`config.mk`:
```
export PLATFORM = sky130hd
export DESIGN_NAME = key_conditioner
export DESIGN_NICKNAME = d
export VERILOG_FILES = /design/src/rtl/key_conditioner.sv
export SDC_FILE = /design/constraint.sdc
export NUM_CORES = 1
export LEC_CHECK = 0
export CAP_MARGIN = 40
export CORE_MARGIN = 2
export CORE_UTILIZATION = 30
export CTS_CLUSTER_DIAMETER = 120
export DETAILED_ROUTE_END_ITERATION = 6
export PLACE_DENSITY = 0.54
export SLEW_MARGIN = 20
export SYNTH_ARGS = -nofsm -noshare
export SYNTH_HDL_FRONTEND = slang
export SYNTH_SLANG_ARGS = --single-unit
```
`constraint.sdc`:
```
create_clock -name clk -period 2.3 [get_ports clk]
set_input_delay 0.46 -clock clk [delete_from_list [all_inputs] [get_ports clk]]
set_output_delay 0.46 -clock clk [all_outputs]
set_load 0.05 [all_outputs]
```
`src/rtl/key_conditioner.sv`:
```
// Debounces three raw active-low keys and turns accepted presses into one-cycle strobes.
// Enter wins over a simultaneous exit, which is deferred by one cycle; a held clear key suppresses both.
module key_conditioner #(
    parameter int DEBOUNCE_CYCLES = 500000,
    parameter int CTR_W           = 20
) (
    input  logic       clk,
    input  logic       reset_n,
    input  logic [2:0] pushkey,
    output logic       enter_pulse,
    output logic       exit_pulse,
    output logic       clear_pulse,
    output logic [2:0] key_state
);

    localparam logic [CTR_W-1:0] CNT_LAST = CTR_W'(DEBOUNCE_CYCLES - 1);

    logic [2:0]       sync1_q, sync2_q;
    logic [2:0]       sampled;
    logic [2:0]       stable_q, stable_d;
    logic [2:0]       stable_prev_q;
    logic [2:0]       press;
    logic [CTR_W-1:0] cnt_q [3];
    logic [CTR_W-1:0] cnt_d [3];
    logic             pend_q, pend_d;
    logic             enter_q, enter_d;
    logic             exit_q, exit_d;
    logic             clear_q, clear_d;

    assign sampled = ~sync2_q;
    assign press   = stable_q & ~stable_prev_q;

    always_comb begin
        stable_d = stable_q;
        for (int k = 0; k < 3; k++) begin
            cnt_d[k] = '0;
            if (sampled[k] != stable_q[k]) begin
                if (cnt_q[k] == CNT_LAST) begin
                    stable_d[k] = sampled[k];
                end else begin
                    cnt_d[k] = cnt_q[k] + CTR_W'(1);
                end
            end
        end
    end

    // A deferred exit is only lost when clear becomes active before it is emitted.
    always_comb begin
        clear_d = press[2];
        enter_d = 1'b0;
        exit_d  = 1'b0;
        pend_d  = pend_q;
        if (stable_q[2]) begin
            pend_d = 1'b0;
        end else if (press[0]) begin
            enter_d = 1'b1;
            pend_d  = pend_q | press[1];
        end else if (press[1] || pend_q) begin
            exit_d = 1'b1;
            pend_d = 1'b0;
        end
    end

    always_ff @(posedge clk or negedge reset_n) begin
        if (!reset_n) begin
            sync1_q       <= 3'b111;
            sync2_q       <= 3'b111;
            stable_q      <= 3'b000;
            stable_prev_q <= 3'b000;
            for (int k = 0; k < 3; k++) cnt_q[k] <= '0;
            pend_q        <= 1'b0;
            enter_q       <= 1'b0;
            exit_q        <= 1'b0;
            clear_q       <= 1'b0;
        end else begin
            sync1_q       <= pushkey;
            sync2_q       <= sync1_q;
            stable_q      <= stable_d;
            stable_prev_q <= stable_q;
            for (int k = 0; k < 3; k++) cnt_q[k] <= cnt_d[k];
            pend_q        <= pend_d;
            enter_q       <= enter_d;
            exit_q        <= exit_d;
            clear_q       <= clear_d;
        end
    end

    assign enter_pulse = enter_q;
    assign exit_pulse  = exit_q;
    assign clear_pulse = clear_q;
    assign key_state   = stable_q;

endmodule

```
After elaboration in Yosys (flattened, before gate mapping) --
Index checks and enable logic that the tools add are counted.
Storage, ports and cells: register bits 76, bits in latches 0, memory bits (writable) 0, bits in read-only memories 0, input port bits 5, output and inout port bits 6, memories kept 0
Cells by class: add/subtract/negate cells 3, $mul 0, divide/modulo/power cells 0, order comparisons 0, equality and inequality tests 6, shifts and indexed selects 0, muxes and demuxes 14, bitwise gates (word level) 4, reduce and logical (&&, ||, !) cells 5
Operator list (number):
- two-way mux 20 bit | 6
- adder 20 x 1 -> 20 bit (second input constant) | 3
- equality test 20 x 19 -> 1 bit (second input constant) | 3
- two-way mux 1 bit | 8
- inverter 3 bit | 2
- AND reduction 2 bit | 3
- AND 3 bit | 1
- != test 1 bit | 3
- nonzero test 3 bit | 1
- logical OR 1 bit | 1
- bitwise OR 1 bit | 1

Longest topological paths before layout --
Gate-level depths: netlist (run 1).
depth in word-level cells 6, mapped depth 6, gate-level depth less buffers 5

Worst setup path after synthesis (run 1) --
No wires, ideal clock.
path type register to register, from register cnt_q[32] (netlist bit), to register cnt_q[29] (netlist bit), setup time 0.121 ns, arrival 1.838 ns, data required time 2.179 ns, setup slack 0.341 ns, stages on the path, launching flop included 5, period minus slack after synthesis 1.959 ns, cell sequence dfrtp_1 -> or4_1 -> o41ai_4 -> buf_2 -> nor2_1
RTL lines:
- start: declaration | RTL line 23 | logic [CTR_W-1:0] cnt_q [3];

Worst setup path in the final report (run 1) --
from register stable_q[2], in the netlist key_state[2], to output port key_state[2]
RTL lines:
- start: declaration | RTL line 20 | logic [2:0] stable_q, stable_d;
- start signal: assignment | RTL line 78 | stable_q <= stable_d;
- end: declaration | RTL line 13 | output logic [2:0] key_state
No word-level cell between the ends.

==> results.yml, run 1 <==
yosys:
  yosysTopAreaCell: "dfrtp_1"
  synth.distinct_cells: 33
  yosysTopAreaCellShare: 0.497
  synth-edff-count: 0
  ys_warn_count: 0
  ys_async_sr_fraction: 1.00
  synth.net_count: 355
  syn_area_mm2: 0.00352
  avgSynthCellArea_um2: 10.2
  syn_inst: 347
  ys_ff_latch: 76
  ys_dominant_reg_cell: "dfrtp_1"
  ys_seq_area_frac: 0.542
  synthTopCellsByArea: "dfrtp_1 (50%), xnor2_1 (5.7%), nor2_1 (5.5%)"
timing:
  grt_setup_unrepaired: "no"
  hold_slack_ns: 0.0763
  max_freq_mhz: 470
  fin_skew_ns: 0.00571
  drv_slew: 0
  finalSetupTns_ns: 0
  worst_slew_pin_slew_ns: 0.514
  finalCritPeriodShare: 0.924
  slew_headroom: 0.656
  setup_violations: 0
  min_period_ns: 2.13
  layout_setup_ws_ns: 0.174
  hold_viol: 0
floorplanning:
  ios: 11
  die_width_um: 112
  num_rows: 39
  die_y_um: 112
  start_util: 0.309
  core_mm2: 0.0114
  dieArea_mm2: 0.0126
min_path:
  hold_path.class: "input port to async pin"
layout:
  n_antenna_cell: 0
  drive_above_1_share: 0.0936
  nets: 377
  area_growth_pct: 17.6
  finalInstanceArea_mm2: 0.00415
  finish.utilization: 0.363
cts:
  post_cts_resized: 0
  tritoncts: "done"
  cts.clk_slew.worst_paths_ns: 0.06
  ctsHoldBuffers: 0
  htree_levels: 3
  clock_latency_ns: 0.33
  clock-sinks: 76
  clock_path_buffers: 2
  cts_made_buffers: 9
  root_buffer: "clkbuf_16"
  post_cts_buffers: 0
worst_setup_path:
  slowest_delay_ns: 0.86
  critPathRequiredTime_ns: 1.84
  worst-setup-path-type: "flop to output port"
  cp_top_family: "buffers and inverters"
  critPathMaxFanout: 7
  crit_path_top_delay_cell: "clkdlybuf4s50_1"
  crit_buf_inv: 1
  endpoint_kind: "output port"
  worstPathArrival_ns: 1.67
  worst_setup_path_start_kind: "flop"
  crit_chain: "clkdlybuf4s50_1"
routing:
  via_per_inst: 5.03
  firstDrtPassIters: 4
  dr.first_iter.drc_count: 161
  drc_errors: 0
  vias: 2599
  wl_per_cell_um: 13.2
  wirelength_um: 6830
  postRouteAntennaNets: 0
placed_design:
  dp_hpwl_um: 4720
  gp_congestion: 0.830
  io_buffers: 10
  place_area_mm2: 0.00384
  dpl_worst_slack_ns: 0.305
run:
  drv_cap: 0
global_routing:
  grt_max_degree: 43
  grt_pass1_vias: 2526
  antenna_found_initial: 0
  gr-usage-all-layers: 0.118
  grt_pass1_wl_um: 12000
  grt_remaining_overflow: 0
power:
  vdd_drop_max_uv: 467
  p_leak_nw: 1.64
  power_density_mw_per_mm2: 696
run_status:
  status: "complete, no violations"
[area by class of cell]
class                           instances  area, um2
Clock buffer                            9        225
Inverter                               15       56.3
Clock inverter                          7       76.3
Tap cell                              143        179
Fill cell                            1156       7270
Multi-Input combinational cell        249       1530
Timing Repair Buffer                   18        170
Sequential cell                        76       1910
[registers in the layout, indices dropped and copies added, names as in the netlist]
| register | count |
|---|---|
| enter_pulse | 1 |
| clear_pulse | 1 |
| cnt_q | 60 |
| exit_pulse | 1 |
| key_state | 3 |
| sync1_q | 3 |
| pend_q | 1 |
| sync2_q | 3 |
| stable_prev_q | 3 |
[routing by layer]
| metal | track usage | share of wire | up-vias |
|---|---|---|---|
| li1 | - | - | 1275 |
| met1 | 0.159 | 0.49 | 1284 |
| met2 | 0.182 | 0.46 | 31 |
| met3 | 0.0405 | 0.036 | 9 |
| met4 | 0.0293 | 0.010 | 0 |
| met5 | 0 | 0 | - |
[where the power goes]
| part | internal, mW | switching [mW] | leakage (nW) | total [mW] |
|---|---|---|---|---|
| clock | 0.845 | 0.570 | 0.142 | 1.42 |
| combinational | 0.0323 | 0.0578 | 0.463 | 0.0901 |
| sequential | 1.36 | 0.0183 | 1.03 | 1.38 |
| total | 2.24 | 0.647 | 1.64 | 2.88 |
[through the flow]
step	instances	total power, mW
3_3_place_gp	501	1.49
3_5_place_dp	501	1.50
5_1_grt	517	3.00
6_report	517	2.88
4_1_cts	517	2.93
2_1_floorplan	347	1.44
[cells by family after synthesis]
family / count (synthesis) / synth area share
adders and majority gates: 3 / 0.0107
DFF: 76 / 0.542
and+or+nand+nor: 166 / 0.245
xor gates and xnor gates: 42 / 0.104
AOI/OAI and AO/OA: 36 / 0.0678
muxes: 2 / 0.00568
buffers and inverters: 22 / 0.0241
[placed cells by master, fill, tap and decap left out, types with 2 or more instances in the layout]
master,count
dfrtp_1,70
nor2_1,52
xnor2_1,23
nand3_1,21
nand2_1,19
xor2_1,19
nand4_1,17
a21oi_1,16
inv_1,15
or4_1,12
nor4_1,10
nor3_1,9
o31ai_1,9
clkbuf_16,9
clkdlybuf4s50_1,9
o21ai_0,8
buf_4,8
or3_1,6
and3_1,6
dfstp_2,6
and4_1,4
ha_1,3
nor4b_1,2
and2_1,2
mux2i_1,2
clkinv_4,2
clkinvlp_4,2
[Yosys cell counts, types with 2 or more instances]
cell type and count:
nor3_1 9, or3_1 6, mux2i_1 2, nand2_1 19, and2_1 2, and3_1 6, nor2_1 52, o31ai_1 9
o21ai_0 8, dfstp_2 6, nand4_1 17, dfrtp_1 70, xor2_1 19, inv_1 15, nor4b_1 2, and4_1 4
xnor2_1 23, nand3_1 21, clkbuf_1 5, buf_2 2, ha_1 3, or4_1 12, nor4_1 10, a21oi_1 16
[final timing paths]
kind	slack, ns	depth (start not counted)	endpoint	from
max	0.17	1	key_state[2]	key_state[2]
min	0.08	1	cnt_q[59]	reset_n
max reg2reg	0.31	4	cnt_q[55]	cnt_q[42]
min reg2reg	0.36	0	sync2_q[1]	sync1_q[1]
max in group asynchronous	1.58	2	sync2_q[1]	reset_n
min in group clk	0.36	0	sync2_q[1]	sync1_q[1]
Note: power is estimated with default switching activity, not from simulation.
==> run 2: changes to the inputs <==
--- a/config.mk
+++ b/config.mk
@@ -10,7 +10,7 @@
 export CORE_UTILIZATION = 30
 export CTS_CLUSTER_DIAMETER = 120
 export DETAILED_ROUTE_END_ITERATION = 6
-export PLACE_DENSITY = 0.54
+export PLACE_DENSITY_LB_ADDON = 0.12
 export SLEW_MARGIN = 20
 export SYNTH_ARGS = -nofsm -noshare
 export SYNTH_HDL_FRONTEND = slang
==> constraint.sdc (replaced) <==
create_clock -name clk -period 2.6 [get_ports clk]
set_input_delay 0.52 -clock clk [delete_from_list [all_inputs] [get_ports clk]]
set_output_delay 0.52 -clock clk [all_outputs]
set_load 0.05 [all_outputs]
==> run 2 against run 1 <==
  * Critical path depth is the same
  * Largest cell class unchanged
  * Clock skew is 0.00089 ns higher
  * Sequential power decreased by 12%
==> results.yml, run 2 (synthesized netlist as in run 1, its figures left out) <==
placed_design:
  place_area_mm2: 0.00381
  gp_congestion: 0.790
  io_buffers: 10
  dp_hpwl_um: 4810
  post-place-cells: 497
  dpl_worst_slack_ns: 0.467
routing:
  via_per_inst: 4.86
  postRouteAntennaNets: 0
  firstDrtPassIters: 4
  drc_errors: 0
  wirelength_um: 7010
  vias: 2493
  dr.first_iter.drc_count: 120
  wl_per_cell_um: 13.7
layout:
  most-common-layout-cells: "dfrtp_1 (70), nor2_1 (52), xnor2_1 (23)"
  finalInstanceArea_mm2: 0.00414
  largest_reg_flops: 60
  finish.utilization: 0.363
  final_common_cell: "dfrtp_1"
  n_fill_cell: 1165
  drive_above_1_share: 0.0838
  instances_no_fill: 513
  multi_input_area_mm2: 0.00153
  regMostFlops: "cnt_q"
  area_growth_pct: 17.5
  layout.area.seq_mm2: 0.00191
  nets: 373
  n_antenna_cell: 0
floorplanning:
  die_y_um: 112
  num_rows: 39
  dieArea_mm2: 0.0126
  start_util: 0.309
  ios: 11
  core_mm2: 0.0114
  die_width_um: 112
cts:
  clock_path_buffers: 2
  clock-sinks: 76
  clock_latency_ns: 0.33
  cts_made_buffers: 9
  root_buffer: "clkbuf_16"
  htree_levels: 3
  cts.clk_slew.worst_paths_ns: 0.06
  tritoncts: "done"
  ctsHoldBuffers: 0
  post_cts_resized: 0
  post_cts_buffers: 0
min_path:
  hold_path.class: "input port to async pin"
global_routing:
  antenna_found_initial: 0
  grt_pass1_vias: 2467
  grt_max_degree: 42
  grt_pass1_wl_um: 12500
  gr-usage-all-layers: 0.124
  grt_remaining_overflow: 0
worst_setup_path:
  crit_path_top_delay_cell: "clkdlybuf4s50_1"
  critPathRequiredTime_ns: 2.08
  worstPathArrival_ns: 1.66
  critPathMaxFanout: 7
  slowest_delay_ns: 0.86
  crit_chain: "clkdlybuf4s50_1"
  crit_buf_inv: 1
  cp_top_family: "buffers and inverters"
  worst-setup-path-type: "flop to output port"
  endpoint_kind: "output port"
  worst_setup_path_start_kind: "flop"
power:
  p_leak_nw: 1.64
  design_power_total_mw: 2.64
  power_density_mw_per_mm2: 638
  vdd_drop_max_uv: 309
run_status:
  status: "complete, no violations"
timing:
  finalSetupTns_ns: 0
  min_period_ns: 2.18
  finalCritPeriodShare: 0.839
  max_freq_mhz: 458
  worst_slew_pin_slew_ns: 0.554
  setup_violations: 0
  drv_slew: 0
  grt_setup_unrepaired: "no"
  slew_headroom: 0.629
  fin_skew_ns: 0.00660
  hold_viol: 0
  layout_setup_ws_ns: 0.418
  hold_slack_ns: 0.169
run:
  drv_cap: 0
-- run 2: cell count changes in the layout (fill, tap and decap cells not counted) --
cell,delta
clkinvlp_4,-2
buf_4,-4
clkinv_2,+1
bufinv_16,+1
inv_6,-1
clkbuf_8,+1
-- run 2: cell type report --
type / count / area share
clock inverters: 6 / 0.0212
well taps: 143 / 0.0432
multi-input cells: 249 / 0.369
clock buffers: 10 / 0.0577
inverters: 15 / 0.0136
flip-flops and latches: 76 / 0.461
repair buffers: 14 / 0.0338
-- run 2: where the power goes --
group | leakage [nW] | switching [mW] | total, mW | internal (mW)
Combinational | 0.444 | 0.0510 | 0.0768 | 0.0258
Sequential | 1.03 | 0.0160 | 1.22 | 1.20
Clock | 0.162 | 0.479 | 1.35 | 0.866
Total | 1.64 | 0.546 | 2.64 | 2.09
-- run 2: final timing paths --
kind                                    from      endpoint  slack (ns)  depth (start not counted)
worst max-delay path            key_state[2]  key_state[2]        0.42                          1
worst min-delay path                 reset_n     cnt_q[49]        0.17                          1
worst max register to register     cnt_q[20]     cnt_q[38]        0.45                          5
worst min register to register    sync1_q[1]    sync2_q[1]        0.35                          0
max in group asynchronous            reset_n    sync1_q[1]        1.78                          2
min in group clk                  sync1_q[1]    sync2_q[1]        0.35                          0
-- run 2: per-layer routing --
layer	GRT usage	part of all wire	vias up
met5	0	0	-
met4	0.0398	0.012	0
met3	0.0432	0.037	8
met2	0.174	0.43	30
met1	0.179	0.52	1199
li1	-	-	1256
